--- src/rtl/instr_fetch_unit.sv ---
// Fetch stage: program counter, instruction-memory req/ack handshake and instruction register.
// Define PREFETCH_BUF_EN to overlap fetches using a one-entry skid buffer.
module instr_fetch_unit #(
  parameter int unsigned       ADDR_W   = 16,
  parameter logic [ADDR_W-1:0] RESET_PC = '0,
  parameter int unsigned       PC_STEP  = 1
) (
  input  logic              CLOCK,
  input  logic              RESETN,
  output logic              MEM_REQ,
  output logic [ADDR_W-1:0] MEM_ADDR,
  input  logic              MEM_ACK,
  input  logic [15:0]       MEM_RDATA,
  input  logic              STALL,
  input  logic              BRANCH,
  input  logic [ADDR_W-1:0] BRANCH_TARGET,
  output logic [15:0]       INSTR,
  output logic              INSTR_VALID,
  output logic [ADDR_W-1:0] PC_OUT
);

  localparam int unsigned       INSTR_W = 16;
  localparam logic [ADDR_W-1:0] STEP    = ADDR_W'(PC_STEP);

  typedef enum logic [1:0] {S_IDLE, S_FETCH, S_VALID} state_e;

  state_e               state_q, state_d;
  logic [ADDR_W-1:0]    pc_q, pc_d;
  logic [ADDR_W-1:0]    mem_addr_q, mem_addr_d;
  logic                 mem_req_q, mem_req_d;
  logic [INSTR_W-1:0]   instr_q, instr_d;
  logic                 instr_valid_q, instr_valid_d;
  logic [ADDR_W-1:0]    pc_out_q, pc_out_d;
  logic                 discard_q, discard_d;
`ifdef PREFETCH_BUF_EN
  logic [INSTR_W-1:0]   skid_q, skid_d;
  logic [ADDR_W-1:0]    skid_pc_q, skid_pc_d;
  logic                 skid_valid_q, skid_valid_d;
`endif

  logic ack_c;
  logic consume_c;

  assign ack_c     = MEM_ACK & mem_req_q;
  assign consume_c = instr_valid_q & ~STALL;

  always_ff @(posedge CLOCK or negedge RESETN) begin
    if (!RESETN) begin
      state_q       <= S_IDLE;
      pc_q          <= RESET_PC;
      mem_addr_q    <= RESET_PC;
      mem_req_q     <= 1'b0;
      instr_q       <= '0;
      instr_valid_q <= 1'b0;
      pc_out_q      <= '0;
      discard_q     <= 1'b0;
`ifdef PREFETCH_BUF_EN
      skid_q        <= '0;
      skid_pc_q     <= '0;
      skid_valid_q  <= 1'b0;
`endif
    end else begin
      state_q       <= state_d;
      pc_q          <= pc_d;
      mem_addr_q    <= mem_addr_d;
      mem_req_q     <= mem_req_d;
      instr_q       <= instr_d;
      instr_valid_q <= instr_valid_d;
      pc_out_q      <= pc_out_d;
      discard_q     <= discard_d;
`ifdef PREFETCH_BUF_EN
      skid_q        <= skid_d;
      skid_pc_q     <= skid_pc_d;
      skid_valid_q  <= skid_valid_d;
`endif
    end
  end

  // Invariant: while a request is outstanding and no redirect is pending, pc_q == mem_addr_q.
  always_comb begin
    state_d       = state_q;
    pc_d          = pc_q;
    mem_addr_d    = mem_addr_q;
    mem_req_d     = mem_req_q;
    instr_d       = instr_q;
    instr_valid_d = instr_valid_q;
    pc_out_d      = pc_out_q;
    discard_d     = discard_q;
`ifdef PREFETCH_BUF_EN
    skid_d        = skid_q;
    skid_pc_d     = skid_pc_q;
    skid_valid_d  = skid_valid_q;
`endif
    case (state_q)
      S_IDLE: begin
        state_d    = S_FETCH;
        mem_addr_d = pc_q;
        mem_req_d  = 1'b1;
      end
      S_FETCH: begin
        if (BRANCH) begin
          pc_d          = BRANCH_TARGET;
          instr_valid_d = 1'b0;
          if (ack_c) begin
            mem_addr_d = BRANCH_TARGET;
            discard_d  = 1'b0;
          end else begin
            discard_d  = 1'b1;
          end
        end else if (ack_c) begin
          if (discard_q) begin
            discard_d  = 1'b0;
            mem_addr_d = pc_q;
          end else begin
            instr_d       = MEM_RDATA;
            pc_out_d      = mem_addr_q;
            instr_valid_d = 1'b1;
            pc_d          = pc_q + STEP;
            state_d       = S_VALID;
`ifdef PREFETCH_BUF_EN
            mem_addr_d    = pc_q + STEP;
`else
            mem_req_d     = 1'b0;
`endif
          end
        end
      end
      S_VALID: begin
        if (BRANCH) begin
          pc_d          = BRANCH_TARGET;
          instr_valid_d = 1'b0;
          mem_req_d     = 1'b1;
          state_d       = S_FETCH;
`ifdef PREFETCH_BUF_EN
          skid_valid_d  = 1'b0;
          if (mem_req_q && !MEM_ACK) discard_d = 1'b1;
          else                       mem_addr_d = BRANCH_TARGET;
`else
          mem_addr_d    = BRANCH_TARGET;
`endif
        end else if (consume_c) begin
`ifdef PREFETCH_BUF_EN
          if (skid_valid_q) begin
            instr_d      = skid_q;
            pc_out_d     = skid_pc_q;
            skid_valid_d = 1'b0;
            mem_addr_d   = pc_q;
            mem_req_d    = 1'b1;
          end else if (ack_c) begin
            instr_d    = MEM_RDATA;
            pc_out_d   = mem_addr_q;
            pc_d       = pc_q + STEP;
            mem_addr_d = pc_q + STEP;
          end else begin
            // Prefetch still in flight: wait for it in FETCH.
            instr_valid_d = 1'b0;
            state_d       = S_FETCH;
          end
`else
          instr_valid_d = 1'b0;
          mem_addr_d    = pc_q;
          mem_req_d     = 1'b1;
          state_d       = S_FETCH;
`endif
        end
`ifdef PREFETCH_BUF_EN
        else if (ack_c) begin
          skid_d       = MEM_RDATA;
          skid_pc_d    = mem_addr_q;
          skid_valid_d = 1'b1;
          pc_d         = pc_q + STEP;
          mem_req_d    = 1'b0;
        end
`endif
      end
      default: state_d = S_IDLE;
    endcase
  end

  assign MEM_REQ     = mem_req_q;
  assign MEM_ADDR    = mem_addr_q;
  assign INSTR       = instr_q;
  assign INSTR_VALID = instr_valid_q;
  assign PC_OUT      = pc_out_q;

endmodule

--- config.mk ---
export PLATFORM = sky130hd
export DESIGN_NAME = instr_fetch_unit
export DESIGN_NICKNAME = d
export VERILOG_FILES = /design/src/rtl/instr_fetch_unit.sv
export SDC_FILE = /design/constraint.sdc
export NUM_CORES = 1
export LEC_CHECK = 0
export BUFFER_PORTS_ARGS = -buffer_cell sky130_fd_sc_hd__buf_2
export CAP_MARGIN = 20
export CORE_ASPECT_RATIO = 0.8
export CORE_MARGIN = 4
export CORE_UTILIZATION = 55
export CTS_BUF_LIST = sky130_fd_sc_hd__clkbuf_4 sky130_fd_sc_hd__clkbuf_8 sky130_fd_sc_hd__clkbuf_16
export DETAILED_ROUTE_END_ITERATION = 12
export GPL_TIMING_DRIVEN = 0
export PLACE_DENSITY = 0.82
export SYNTH_ARGS = -nofsm -noshare
export SYNTH_HDL_FRONTEND = slang
export SYNTH_SLANG_ARGS = --single-unit
export TNS_END_PERCENT = 5
--- constraint.sdc ---
create_clock -name CLOCK -period 5.4 [get_ports CLOCK]
set_clock_uncertainty 0.15 [all_clocks]
set_input_delay 0.54 -clock CLOCK [delete_from_list [all_inputs] [get_ports CLOCK]]
set_output_delay 0.54 -clock CLOCK [all_outputs]
set_load 0.05 [all_outputs]
==> impl_metrics.csv, run 1 <==
group,metric,value,unit
finish,multi_input_area,0.00171,mm^2
worst_setup_path,required,5.48,ns
worst_setup_path,rr_startpoint,"state_q[0]",
synth,synth_nets,334,
timing,finalCritPeriodShare,43.5,%
timing,rsz0062_at_grt,"false",
global_routing,grt.overflow.total,0,
synth,syn_avg_cell_area,12.4,um^2
synth,yosys-top-cells-area,"dfrtp_1, mux2_4, mux2_2",
worst_setup_path,cp-start-kind,"flip-flop",
timing,slew_viol_final,0,
detailed_routing,wl_per_cell,18.4,um
detailed_routing,vias,2789,
run,drv_cap,0,
timing,setup-tns-final,0,ns
worst_setup_path,crit_start,"state_q[0]",
timing,max_freq,426,MHz
clock_tree,cts_resized,0,
synth,ys_seq_elements,69,
placement,gp_congestion,0.947,
floorplan,start_util,56.6,%
clock_tree,cts_made_buffers,9,
clock_tree,cts_num_sinks,69,
synth,synth-seq-area-share,47.6,%
run_status,status,"completed",
synth,netlist.area_leader.share,47.6,%
timing,slew_headroom,43.1,%
clock_tree,clkSlewWorstSetupHoldPaths,0.08,ns
synth,synth_area,0.00363,mm^2
detailed_routing,dr.pass1.iters,5,
global_routing,grt_pass1_wl,14.3,mm
clock_tree,h-tree-depth,3,
synth,synth_cell_type_count,48,
timing,hold_ws,0.153,ns
global_routing,grt_antenna_before_repair,0,
timing,min_period,2.35,ns
clock_tree,cts_root_buf,"clkbuf_8",
synth,yosys_warnings,0,
floorplan,num_rows,26,
detailed_routing,ant_nets,0,
finish,final_common_cell,"buf_2",
timing,setup-violations-final,0,
floorplan,die_h,80.7,um
floorplan,io_pins,87,
finish,drive_above_1_share,47.8,%
worst_setup_path,critical_path_class,"flip-flop to flip-flop",
timing,hold_violations,0,
timing,tightest_slew,0.854,ns
synth,yosysTopAreaCell,"dfrtp_1",
global_routing,grt_pass1_vias,2766,
clock_tree,cts_setup_buffers,0,
clock_tree,clk_latency,0.36,ns
clock_tree,ctsHoldBuffers,0,
detailed_routing,drt-total-wl,8.78,mm
clock_tree,cts_buffer_depth,2,
floorplan,die-width,98.8,um
floorplan,die_area,0.00797,mm^2
worst_setup_path,crit_fanout,10,
floorplan,core_area,0.00641,mm^2
finish,num-fill-cells,454,
synth,synth_ff_type,"dfrtp_1",
placement,io_buffers,86,
min_path,hold_path_class,"input pin to asynchronous set/reset pin",
finish,final-seq-area,0.00173,mm^2
detailed_routing,first_iter_violations,200,
detailed_routing,drc,0,
clock_tree,cts_tree,"built",
synth,synth-edff-count,0,
worst_setup_path,end_kind,"flip-flop",
finish,final_cells,477,
placement,hpwl,6.19,mm
finish,area_growth,21.3,%
detailed_routing,viasPerCell,5.85,
synth,syn-instance-count,292,
finish,antennaDiodeCount,0,
worst_setup_path,critPathArrivalTime,2.43,ns
global_routing,track_usage,23.3,%
worst_setup_path,reg2reg_slack,3.05,ns
finish,final_cell_mix,"buf_2, dfrtp_1, mux2_4, mux2_2, a21oi_1",
global_routing,grt_max_degree,70,
synth,synthArstFlopShare,100,%
placement,dp_cells,462,
finish,nets,431,
==> synthesized netlist by cell type (2+ instances only) <==
library cell / count
inv_1: 3
o22a_1: 2
a21oi_1: 19
a32oi_1: 2
ha_1: 5
clkbuf_1: 6
o31ai_1: 2
a31oi_1: 3
nand3_1: 9
o21ai_0: 11
o22ai_1: 5
or2_2: 2
mux2i_1: 2
o211ai_1: 3
nor2_1: 12
buf_2: 9
buf_12: 4
and3_1: 2
nand2_1: 16
nand4_1: 7
o21a_1: 3
a2bb2oi_1: 2
and4_1: 4
mux2_2: 26
a221oi_1: 2
mux2_4: 38
dfrtp_1: 69
nand3b_1: 3
buf_6: 2
==> cell families (layout without fill, tap and decap cells) <==
| logic type | Yosys count | after routing | synth area share (%) |
|---|---|---|---|
| simple gates | 68 | 68 | 10.9 |
| compound gates | 59 | 59 | 10.3 |
| buf+inv | 25 | 126 | 5.21 |
| mux | 66 | 66 | 24.3 |
| flops | 69 | 69 | 47.6 |
| fa+ha+maj | 5 | 5 | 1.72 |
==> flip-flops by register name, summed over array words and instances, names as in the netlist <==
register / flops
MEM_ADDR: 16
MEM_REQ: 1
state_q: 2
PC_OUT: 16
pc_q: 16
discard_q: 1
INSTR: 16
INSTR_VALID: 1
==> metal layers <==
layer	wire, um	vias to the layer above	global-route usage (%)
li1	-	1275	-
met1	3730	1347	30.2
met2	4090	147	36.7
met3	836	20	7.64
met4	130	0	8.46
met5	0	-	0
==> final cells by class <==
type                       instances  area share, %
sequential                        69           39.2
multi-input combinational        198           38.9
timing repair buffer              86           9.83
buffer                            22           4.04
clock buffer                       9           2.81
clock inverter                     6           2.56
tap                               84           2.39
inverter                           3          0.256
==> critical path, stage by stage (launching register included) <==
cell	delay [ns]
dfrtp_1	0.38
inv_1	0.09
ha_1	0.25
buf_2	0.21
nor2_1	0.39
clkbuf_1	0.41
nand2_1	0.09
a21oi_1	0.19
a21oi_1	0.06
==> path summary, 6_finish.rpt <==
check                             end  depth (start not counted)
setup / recovery              pc_q[4]                          8
hold / removal             PC_OUT[10]                          1
setup reg to reg              pc_q[4]                          8
hold reg to reg              INSTR[1]                          1
max in group asynchronous    INSTR[9]                          1
min in group CLOCK           INSTR[1]                          2
==> per-stage QoR <==
step | area (um^2) | utilization [%] | worst slack, ns
after floorplan | 3630 | - | 3.35
after global placement | 4160 | 65.0 | 3.18
after detailed placement | 4170 | 65.0 | 3.10
after CTS | 4400 | 68.7 | 3.08
after global routing | 4400 | 68.7 | 2.83
final | 4400 | 68.7 | 3.05
Power of run 1 is left out: the tool's default activity adds up to more than one toggle a clock period on the data nets, which glitch-free logic cannot reach.
==> inputs of run 2 (changes only) <==
--- a/config.mk
+++ b/config.mk
@@ -9,11 +9,11 @@
 export CAP_MARGIN = 20
 export CORE_ASPECT_RATIO = 0.8
 export CORE_MARGIN = 4
-export CORE_UTILIZATION = 55
+export CORE_UTILIZATION = 54
 export CTS_BUF_LIST = sky130_fd_sc_hd__clkbuf_4 sky130_fd_sc_hd__clkbuf_8 sky130_fd_sc_hd__clkbuf_16
 export DETAILED_ROUTE_END_ITERATION = 12
 export GPL_TIMING_DRIVEN = 0
-export PLACE_DENSITY = 0.82
+export PLACE_DENSITY = 0.8
 export SYNTH_ARGS = -nofsm -noshare
 export SYNTH_HDL_FRONTEND = slang
 export SYNTH_SLANG_ARGS = --single-unit
==> constraint.sdc (replaced) <==
create_clock -name CLOCK -period 2.4 [get_ports CLOCK]
set_clock_uncertainty 0.15 [all_clocks]
set_input_delay 0.24 -clock CLOCK [delete_from_list [all_inputs] [get_ports CLOCK]]
set_output_delay 0.24 -clock CLOCK [all_outputs]
set_load 0.05 [all_outputs]
==> impl_metrics.csv, run 2 (synthesis results as in run 1) <==
group,metric,value,unit
run_status,status,"completed",
power,power.density,1670,mW/mm^2
timing,tightest_slew,0.848,ns
worst_setup_path,slowest_delay,0.40,ns
min_path,worstHoldEndpoint,"pc_q[15]",
finish,final_common_cell,"buf_2",
worst_setup_path,critPathArrivalTime,2.35,ns
detailed_routing,ant_nets,0,
timing,slew_headroom,43.4,%
global_routing,grt_antenna_before_repair,1,
floorplan,die_h,81.3,um
worst_setup_path,rr_startpoint,"state_q[0]",
detailed_routing,drc,0,
clock_tree,cts_made_buffers,9,
worst_setup_path,reg2reg_slack,0.17,ns
detailed_routing,drt-total-wl,9.01,mm
timing,setup-tns-final,0,ns
min_path,worstHoldStart,"BRANCH_TARGET[15]",
timing,rsz0062_at_grt,"false",
worst_setup_path,r2r_end,"pc_q[13]",
finish,final_cell_mix,"buf_2, dfrtp_1, mux2_4, mux2_2",
clock_tree,cts_num_sinks,69,
timing,setup-violations-final,0,
run,drv_cap,0,
worst_setup_path,crit_chain,"inv_1 > ha_1 > or2_2 > clkbuf_1 > o21a_1 > buf_2 > buf_2 > nand3_1 > o211ai_1",
finish,fin_area,0.00455,mm^2
power,p_leak,2.18,nW
timing,hold_violations,0,
global_routing,track_usage,23.8,%
floorplan,core_area,0.00644,mm^2
min_path,hold_path_class,"input pin to flip-flop",
worst_setup_path,crit_family,"buffers and inverters",
clock_tree,cts_setup_buffers,0,
placement,hpwl,6.13,mm
worst_setup_path,critical_path_class,"flip-flop to flip-flop",
placement,post_dp_cell_area,0.00417,mm^2
clock_tree,cts_root_buf,"clkbuf_8",
floorplan,io_pins,87,
global_routing,grt_max_degree,70,
clock_tree,cts_tree,"built",
worst_setup_path,crit_top_cell,"buf_2",
global_routing,grt_pass1_wl,14.9,mm
placement,io_buffers,86,
detailed_routing,wl_per_cell,18.2,um
floorplan,die_area,0.00810,mm^2
detailed_routing,vias,2838,
worst_setup_path,r2r_cells,9,
clock_tree,h-tree-depth,3,
timing,finalCritPeriodShare,93.1,%
timing,max_freq,447,MHz
power,peakVddDrop,0.616,mV
floorplan,num_rows,26,
timing,min_period,2.23,ns
floorplan,start_util,56.3,%
timing,slew_viol_final,0,
worst_setup_path,slowest_stage,"dfrtp_1",
timing,hold_ws,0.0339,ns
detailed_routing,dr.pass1.iters,5,
clock_tree,clkSlewWorstSetupHoldPaths,0.07,ns
finish,drive_above_1_share,46.1,%
global_routing,grt.overflow.total,0,
detailed_routing,first_iter_violations,256,
clock_tree,cts_buffer_depth,2,
worst_setup_path,cp.buffers_inverters,4,
finish,nets,450,
finish,area_growth,25.4,%
detailed_routing,viasPerCell,5.72,
worst_setup_path,end_kind,"flip-flop",
worst_setup_path,crit_fanout,10,
timing,setup_slack,0.165,ns
finish,antennaDiodeCount,0,
worst_setup_path,cp-start-kind,"flip-flop",
placement,gp_congestion,0.898,
min_path,min_path_cells,3,
clock_tree,clk_latency,0.35,ns
placement,place_ws,0.119,ns
global_routing,grt_pass1_vias,2881,
worst_setup_path,required,2.51,ns
finish,num-fill-cells,449,
floorplan,die-width,99.6,um
==> run 2: through the flow <==
step	cells	total power, mW	utilization (%)
2_1_floorplan	292	5.64	-
4_1_cts	496	7.60	70.6
3_5_place_dp	462	6.63	64.7
6_report	496	7.61	70.6
5_1_grt	496	8.05	70.6
3_3_place_gp	462	6.49	64.6
==> run 2: worst register-to-register path, cell delays in order (launching register included) <==
cell and delay, ns:
dfrtp_1 0.40, inv_1 0.11, ha_1 0.24, or2_2 0.14
clkbuf_1 0.23, o21a_1 0.16, buf_2 0.23, buf_2 0.28
nand3_1 0.11, o211ai_1 0.12
==> run 2: per-layer routing <==
layer	GRT usage (%)	routed length [um]
met4	6.00	100
met3	8.76	791
met1	31.7	3930
met2	37.3	4180
met5	0	13
==> run 2: worst max path at each step <==
stage                     from   endpoint  slack [ns]  depth (start not counted)
floorplan              MEM_REQ  INSTR[10]        0.35                          5
global placement    state_q[0]    pc_q[4]        0.17                          8
detailed placement  state_q[0]    pc_q[4]        0.12                          8
CTS                 state_q[0]    pc_q[4]        0.11                          8
global route        state_q[0]   pc_q[13]        0.02                          9
finish              state_q[0]   pc_q[13]        0.17                          9
==> run 2: timing repair <==
item,in CTS,in global routing
hold buffers,19,0
endpoints found under the hold margin,87,0
resized for setup,0,3
setup endpoints to repair,0,9
==> run 2: power breakdown <==
group / internal, mW / switching (mW)
clock network: 0.473 / 0.450
logic: 1.71 / 2.73
registers: 1.75 / 0.483
total: 3.94 / 3.67
==> run 2: final cells by class <==
class                   count  area (um^2)  area share [%]
well taps                  84          105            2.31
repair buffers            105          623            13.7
inverters                   3         11.3           0.248
clock inverters             6         65.1            1.43
clock buffers               9          124            2.72
flip-flops and latches     69         1730            38.0
multi-input cells         198         1720            37.7
plain buffers              22          179            3.93
Power figures use the tool's default switching activity.
